==> config.mk <==
export PLATFORM = sky130hd
export DESIGN_NAME = debounced_input_pio
export DESIGN_NICKNAME = d
export VERILOG_FILES = /design/src/rtl/debounced_input_pio_pkg.sv /design/src/rtl/debounced_input_pio_input_debounce.sv /design/src/rtl/debounced_input_pio.sv
export SDC_FILE = /design/constraint.sdc
export NUM_CORES = 1
export LEC_CHECK = 0
export BUFFER_PORTS_ARGS = -buffer_cell sky130_fd_sc_hd__buf_2
export CAP_MARGIN = 20
export CORE_UTILIZATION = 25
export CTS_CLUSTER_DIAMETER = 50
export DETAILED_ROUTE_END_ITERATION = 6
export PLACE_DENSITY = 0.41
export SYNTH_ARGS = -nofsm -noshare
export SYNTH_HDL_FRONTEND = slang
export SYNTH_SLANG_ARGS = --single-unit
==> constraint.sdc <==
create_clock -name clk -period 1.4 [get_ports clk]
set_clock_uncertainty 0.05 [all_clocks]
set_input_delay 0.07 -clock clk [delete_from_list [all_inputs] [get_ports clk]]
set_output_delay 0.07 -clock clk [all_outputs]
set_load 0.01 [all_outputs]
==> src/rtl/debounced_input_pio_pkg.sv <==
// debounced_input_pio_pkg: register map, config bit positions and config struct
package debounced_input_pio_pkg;
  localparam logic [1:0] REG_DATA = 2'd0;
  localparam logic [1:0] REG_IRQ_MASK = 2'd1;
  localparam logic [1:0] REG_EDGE_CAPTURE = 2'd2;
  localparam logic [1:0] REG_CONFIG = 2'd3;
  localparam int CFG_RISE_EN = 0;
  localparam int CFG_FALL_EN = 1;
  typedef struct packed {
    logic fall_en;
    logic rise_en;
  } cfg_t;
endpackage

==> src/rtl/debounced_input_pio_input_debounce.sv <==
// input_debounce: two-flop synchroniser and stability-count debouncer for one input bit
module input_debounce #(
  parameter int DEBOUNCE_CYCLES = 4
) (
  input  logic clk,
  input  logic reset,
  input  logic pin,
  output logic deb,
  output logic rise,
  output logic fall
);
  localparam int CW = $clog2(DEBOUNCE_CYCLES + 1);
  localparam logic [CW-1:0] LAST = CW'(DEBOUNCE_CYCLES - 1);
  logic sync1_q, sync2_q, deb_q, deb_d, flip;
  logic [CW-1:0] cnt_q, cnt_d;
  always_comb begin
    flip = (sync2_q != deb_q) && (cnt_q == LAST);
    deb_d = flip ? sync2_q : deb_q;
    cnt_d = (sync2_q == deb_q || flip) ? '0 : cnt_q + 1'b1;
  end
  always_ff @(posedge clk) begin
    if (reset) begin
      sync1_q <= 1'b0;
      sync2_q <= 1'b0;
      deb_q <= 1'b0;
      cnt_q <= '0;
    end else begin
      sync1_q <= pin;
      sync2_q <= sync1_q;
      deb_q <= deb_d;
      cnt_q <= cnt_d;
    end
  end
  assign deb = deb_q;
  assign rise = flip & sync2_q;
  assign fall = flip & ~sync2_q;
endmodule

==> src/rtl/debounced_input_pio.sv <==
// debounced_input_pio: debounced input PIO with edge capture and maskable irq on Avalon-MM
module debounced_input_pio
  import debounced_input_pio_pkg::*;
#(
  parameter int WIDTH = 16,
  parameter int DEBOUNCE_CYCLES = 4
) (
  input  logic             clk,
  input  logic             reset,
  input  logic [1:0]       avs_address,
  input  logic             avs_read,
  input  logic             avs_write,
  input  logic [31:0]      avs_writedata,
  output logic [31:0]      avs_readdata,
  output logic             irq,
  input  logic [WIDTH-1:0] pins_in,
  output logic [WIDTH-1:0] data_out
);
  logic [WIDTH-1:0] deb, rise, fall, new_edge, clr, mask_q, mask_d, edge_q, edge_d;
  logic [31:0] rdata_q, rdata_d;
  cfg_t cfg_q, cfg_d;
  logic unused_wd;
  genvar i;
  for (i = 0; i < WIDTH; i++) begin : g_bit
    input_debounce #(.DEBOUNCE_CYCLES(DEBOUNCE_CYCLES)) u_deb (
      .clk(clk),
      .reset(reset),
      .pin(pins_in[i]),
      .deb(deb[i]),
      .rise(rise[i]),
      .fall(fall[i])
    );
  end
  always_comb begin
    new_edge = (rise & {WIDTH{cfg_q.rise_en}}) | (fall & {WIDTH{cfg_q.fall_en}});
    clr = (avs_write && avs_address == REG_EDGE_CAPTURE) ? avs_writedata[WIDTH-1:0] : '0;
    edge_d = (edge_q & ~clr) | new_edge;
    mask_d = (avs_write && avs_address == REG_IRQ_MASK) ? avs_writedata[WIDTH-1:0] : mask_q;
    cfg_d = (avs_write && avs_address == REG_CONFIG) ?
            '{fall_en: avs_writedata[CFG_FALL_EN], rise_en: avs_writedata[CFG_RISE_EN]} : cfg_q;
    rdata_d = !avs_read ? rdata_q :
              avs_address == REG_DATA ? 32'(deb) :
              avs_address == REG_IRQ_MASK ? 32'(mask_q) :
              avs_address == REG_EDGE_CAPTURE ? 32'(edge_q) : 32'(cfg_q);
  end
  always_ff @(posedge clk) begin
    if (reset) begin
      mask_q <= '0;
      edge_q <= '0;
      cfg_q <= '0;
      rdata_q <= '0;
    end else begin
      mask_q <= mask_d;
      edge_q <= edge_d;
      cfg_q <= cfg_d;
      rdata_q <= rdata_d;
    end
  end
  assign avs_readdata = rdata_q;
  assign data_out = deb;
  assign irq = |(edge_q & mask_q);
  assign unused_wd = ^avs_writedata;
endmodule
==> results of run 1 <==
-- synth_stat cells (all sizes together) (15+ instances only) --
library cell and number:
mux2i 34, xnor2 15, or3 15, nor2b 35
nand2 54, nor2 76, nand2b 16, nand3b 23
a21oi 32, a31o 16, o21ai 16, buf 47
ha 32, clkbuf 17, inv 33, dfxtp 146
-- critical path, delay by kind of cell (launching register included) --
family | cells | cell delay (ns)
buf+inv | 2 | 0.34
compound gates | 2 | 0.47
simple gates | 1 | 0.12
flops | 1 | 0.31
-- metal layers --
layer / vias up / share of wire / GRT usage
met5: - / 0 / 0
met4: 0 / 0.016 / 0.0472
met3: 16 / 0.036 / 0.0297
met2: 85 / 0.48 / 0.205
met1: 2167 / 0.47 / 0.152
li1: 2371 / - / -
-- flip-flops by register name, indices dropped and copies added (netlist names) --
signal / flops
g_bit.u_deb.cnt_q: 48
avs_readdata: 16
edge_q: 16
g_bit.u_deb.deb: 16
g_bit.u_deb.sync1_q: 16
g_bit.u_deb.sync2_q: 16
mask_q: 16
cfg_q: 2
-- worst paths after layout --
kind | endpoint | slack (ns) | cells after the start
worst max-delay path | irq | -0.36 | 5
worst min-delay path | mask_q[15] | 0.05 | 3
worst max register to register | g_bit[12].u_deb.cnt_q[2] | 0.05 | 4
worst min register to register | g_bit[6].u_deb.cnt_q[0] | 0.36 | 1
-- power breakdown --
| group | total, mW | internal (mW) | leakage, nW | switching [mW] |
|---|---|---|---|---|
| registers | 4.31 | 4.25 | 1.19 | 0.0623 |
| logic | 0.581 | 0.284 | 1.79 | 0.297 |
| clock network | 4.29 | 2.53 | 0.264 | 1.75 |
-- cell families after synthesis --
group / share of synthesized area
compound gates: 0.106
xor+xnor: 0.0212
simple gates: 0.186
fa+ha+maj: 0.0647
other cells: 0.000606
mux: 0.0623
flops: 0.472
buf+inv: 0.0873
-- timing repair --
action	CTS	global route
gates cloned	0	0
hold buffers	32	0
hold endpoints to repair	49	0
gates resized for setup	1	16
endpoints found under the setup margin	1	31
pin swaps	1	2
-- cell type report --
| type | count | area, um^2 |
|---|---|---|
| Multi-Input combinational cell | 423 | 2860 |
| Inverter | 33 | 124 |
| Fill cell | 2524 | 16400 |
| Timing Repair Buffer | 142 | 1040 |
| Clock inverter | 12 | 109 |
| Tap cell | 324 | 405 |
| Sequential cell | 146 | 2920 |
| Antenna cell | 3 | 7.51 |
| Clock buffer | 20 | 457 |
-- through the flow --
| step | hold slack (ns) | setup TNS [ns] | worst slack [ns] | cell area (um^2) |
|---|---|---|---|---|
| 6_report | 0.0470 | -0.355 | -0.355 | 7920 |
| 5_1_grt | 0.0484 | -0.469 | -0.465 | 7920 |
| 4_1_cts | 0.0306 | -0.430 | -0.430 | 7840 |
| 3_5_place_dp | 0.238 | -0.0873 | -0.0873 | 6950 |
| 3_3_place_gp | 0.229 | -0.0919 | -0.0919 | 6950 |
| 2_1_floorplan | 0.148 | 0 | 0.111 | 6240 |
==> impl_metrics.toml, run 1 <==
[outcome]
status = "finished, violations left"
violations = "negative setup slack"

[routing]
via_per_inst = 4.21
vias = 4639
post_drt_wl_per_cell_um = 13.6
drc = 0
firstDrtPassIters = 4
wirelength_mm = 15.0
first_iter_violations = 166
ant_nets = 0

[logic_synthesis]
synth.largest_area_cell = "dfxtp_1"
yosysTopAreaCellShare = 0.472
synth_top_flop_cell = "dfxtp_1"
ys_types = 35
ys_seq_area_frac = 0.472
ys_warn_count = 0
async_flop_share = 0
yosys-top-cells-area = "dfxtp_1 47%, ha_1 6.5%, mux2i_1 5.5%"
synth_edf_count = 0
ys_ff_latch = 146
syn_avg_cell_area_um2 = 9.51
synth_cells = 651
syn-cell-area_um2 = 6190

[clocking]
cts_buffer_depth = 2
postCtsSetupRepairBufs = 0
cts_sinks = 146
numCtsBuffers = 17
cts_tree = "done"
clk_pin_slew_ns = 0.06
ctsRootBufferMaster = "clkbuf_16"
clk_latency_ns = 0.42
htreeDepth = 4

[global_route]
grt_max_degree = 41
grt_pass1_wl_mm = 24.2
antenna_found_initial = 3
grt_overflow = 0
grt_pass1_vias = 4635
globalRouteTotalUtil = 0.123

[placement]
port_buffers = 70
dp_hpwl_mm = 11.0
gp_congestion = 0.740
dp_cells = 1036

[timing]
finalHoldViolCount = 0
fmax_mhz = 570
period_minus_slack_ns = 1.76
setup_violations = 1
worst_slack_ns = -0.355
period_share = 1.25
rsz0062_at_grt = "yes"
slew_violations = 0

[hold_path]
hp-class = "primary input to register"
worstHoldStart = "reset"

[setup_path]
crit_arrival_ns = 1.64
startpoint = "mask_q[9]"
end_kind = "output pin"
cp_max_fo = 2
worst-endpoint-required_ns = 1.28
cpPeakStageDelay_ns = 0.31
critical_path.cell_chain = "a22o_1, a221oi_2, buf_4, nand4_1, buf_2"
slowest_stage = "dfxtp_1"
crit_type = "register to output pin"
reg2reg_from = "g_bit[12].u_deb.cnt_q[0]"
cp-start-kind = "register"

[final_layout]
final_nets = 849
layout.cells.non_filler = 1103
final_util = 0.326
area_growth_pct = 28.0
final_common_cell = "dfxtp_1"
drive_gt1_frac = 0.237
final_cell_mix = "146 x dfxtp_1, 73 x nor2_1, 69 x buf_2"

[power]
power.density_nw_per_um2 = 1160
peakVddDrop_mv = 0.470
p_leak_nw = 3.24
finalPower_mw = 9.18

[die]
die_h_um = 159
dieArea_um2 = 25400
rows = 57
coreArea_um2 = 24300
io_pins = 103
die_x_um = 159
start_util = 0.254

[run]
maxCapViolations = 0
Note: power is estimated with default switching activity, not from simulation.
==> inputs of run 2 (changes only) <==
- HOLD_SLACK_MARGIN: not set -> 0.08
==> run 2 against run 1 <==
Compared with the run above: the run still ends with negative setup slack left; die area unchanged; cell count increased by 3.4%; worst hold slack improved by 0.10 ns; final area increased by 5.3%; global-route usage increased by 0.29 points; setup slack improved by 0.0062 ns; via count increased by 3.5%; core utilization increased by 1.7 points; largest power group unchanged.
==> impl_metrics.toml, run 2 (same netlist as run 1, synthesis figures left out) <==
[outcome]
status = "finished, violations left"
violations = "negative setup slack"

[timing]
rsz0062_at_grt = "yes"
slew_violations = 0
setup_violations = 1
finalHoldViolCount = 0
period_share = 1.25
fmax_mhz = 572
period_minus_slack_ns = 1.75
worst_slack_ns = -0.349

[setup_path]
slowest_stage = "dfxtp_1"
crit_type = "register to output pin"
cpPeakStageDelay_ns = 0.31
crit_arrival_ns = 1.63
crit_family = "compound AO/OA/AOI/OAI gates"
critical_path.cell_chain = "a22o_1, a221oi_2, buf_4, nand4_1, buf_2"
end_kind = "output pin"
worst-endpoint-required_ns = 1.28
cp-start-kind = "register"
path_buf_inv = 2
cp_max_fo = 2

[placement]
dp_hpwl_mm = 11.0
dp_cells = 1036
port_buffers = 70
gp_congestion = 0.740

[power]
p_leak_nw = 3.49
power.density_nw_per_um2 = 1110
peakVddDrop_mv = 0.469

[die]
die_h_um = 159
io_pins = 103
dieArea_um2 = 25400
start_util = 0.254
rows = 57
die_x_um = 159
coreArea_um2 = 24300

[final_layout]
final_cell_mix = "146 x dfxtp_1, 73 x nor2_1, 69 x buf_2"
final_util = 0.343
area_growth_pct = 34.8
final.fill_count = 2505
layout.cells.non_filler = 1140
final_nets = 886
largest_reg_flops = 48
final_common_cell = "dfxtp_1"
drive_gt1_frac = 0.231
regMostFlops = "g_bit.u_deb.cnt_q"

[run]
maxCapViolations = 0

[clocking]
clk_latency_ns = 0.42
cts_buffer_depth = 2
htreeDepth = 4
clk_pin_slew_ns = 0.06
ctsRootBufferMaster = "clkbuf_16"
cts_tree = "done"
cts_sinks = 146
numCtsBuffers = 17
postCtsSetupRepairBufs = 0

[global_route]
grt_pass1_wl_mm = 24.8
globalRouteTotalUtil = 0.126
grt_max_degree = 41
grt_overflow = 0
grt_pass1_vias = 4795
antenna_found_initial = 3

[routing]
via_per_inst = 4.21
firstDrtPassIters = 4
post_drt_wl_per_cell_um = 13.7
wirelength_mm = 15.7
drc = 0
first_iter_violations = 179
vias = 4803
ant_nets = 0

[hold_path]
hp-class = "primary input to register"
-- run 2: final timing paths --
kind                       startpoint                        to  slack, ns  depth (start not counted)
min                    avs_address[0]                  cfg_q[1]       0.15                          4
max reg2reg  g_bit[12].u_deb.cnt_q[0]  g_bit[12].u_deb.cnt_q[2]       0.05                          4
min reg2reg   g_bit[6].u_deb.cnt_q[0]   g_bit[6].u_deb.cnt_q[0]       0.36                          1
max                         mask_q[9]                       irq      -0.35                          5
-- run 2: layout make-up --
type | count | area [um^2] | share of cell area
repair buffers | 179 | 1450 | 0.174
inverters | 33 | 124 | 0.0149
clock buffers | 20 | 457 | 0.0548
clock inverters | 12 | 109 | 0.0131
diodes | 3 | 7.51 | 0.000900
flip-flops and latches | 146 | 2920 | 0.350
multi-input cells | 423 | 2870 | 0.344
well taps | 324 | 405 | 0.0486
-- run 2: metrics by stage --
step | instance area (um^2) | hold WS, ns | setup slack, ns | TNS (ns) | power [mW]
after floorplan | 6240 | 0.148 | 0.111 | 0 | 4.72
after global placement | 6950 | 0.229 | -0.0919 | -0.0919 | 4.91
after detailed placement | 6950 | 0.238 | -0.0873 | -0.0873 | 4.92
after CTS | 8190 | 0.146 | -0.430 | -0.430 | 9.37
after global routing | 8340 | 0.189 | -0.465 | -0.469 | 9.67
final | 8340 | 0.148 | -0.349 | -0.349 | 9.28
-- run 2: where the power goes --
| part | total, mW | internal (mW) | switching (mW) |
|---|---|---|---|
| clock | 4.29 | 2.53 | 1.76 |
| sequential | 4.31 | 4.25 | 0.0629 |
| combinational | 0.670 | 0.352 | 0.317 |
| total | 9.28 | 7.14 | 2.14 |
-- run 2: what timing repair did --
item,4_1_cts,5_1_grt
setup endpoints to repair,1,38
endpoints found under the hold margin,89,0
gates cloned,0,2
hold buffers,67,0
gates resized for setup,1,21
pin swaps,1,2
-- run 2: worst register-to-register path: cells and delay by family, from the launching register on --
kind	cells	cell delay, ns
flops	1	0.32
simple gates	2	0.51
fa+ha+maj	2	0.42
-- run 2: per-layer routing --
metal / track usage / vias to the layer above / routed length (um)
li1: - / 2446 / -
met1: 0.154 / 2254 / 7180
met2: 0.213 / 89 / 7610
met3: 0.0300 / 14 / 615
met4: 0.0472 / 0 / 245
met5: 0 / - / 0
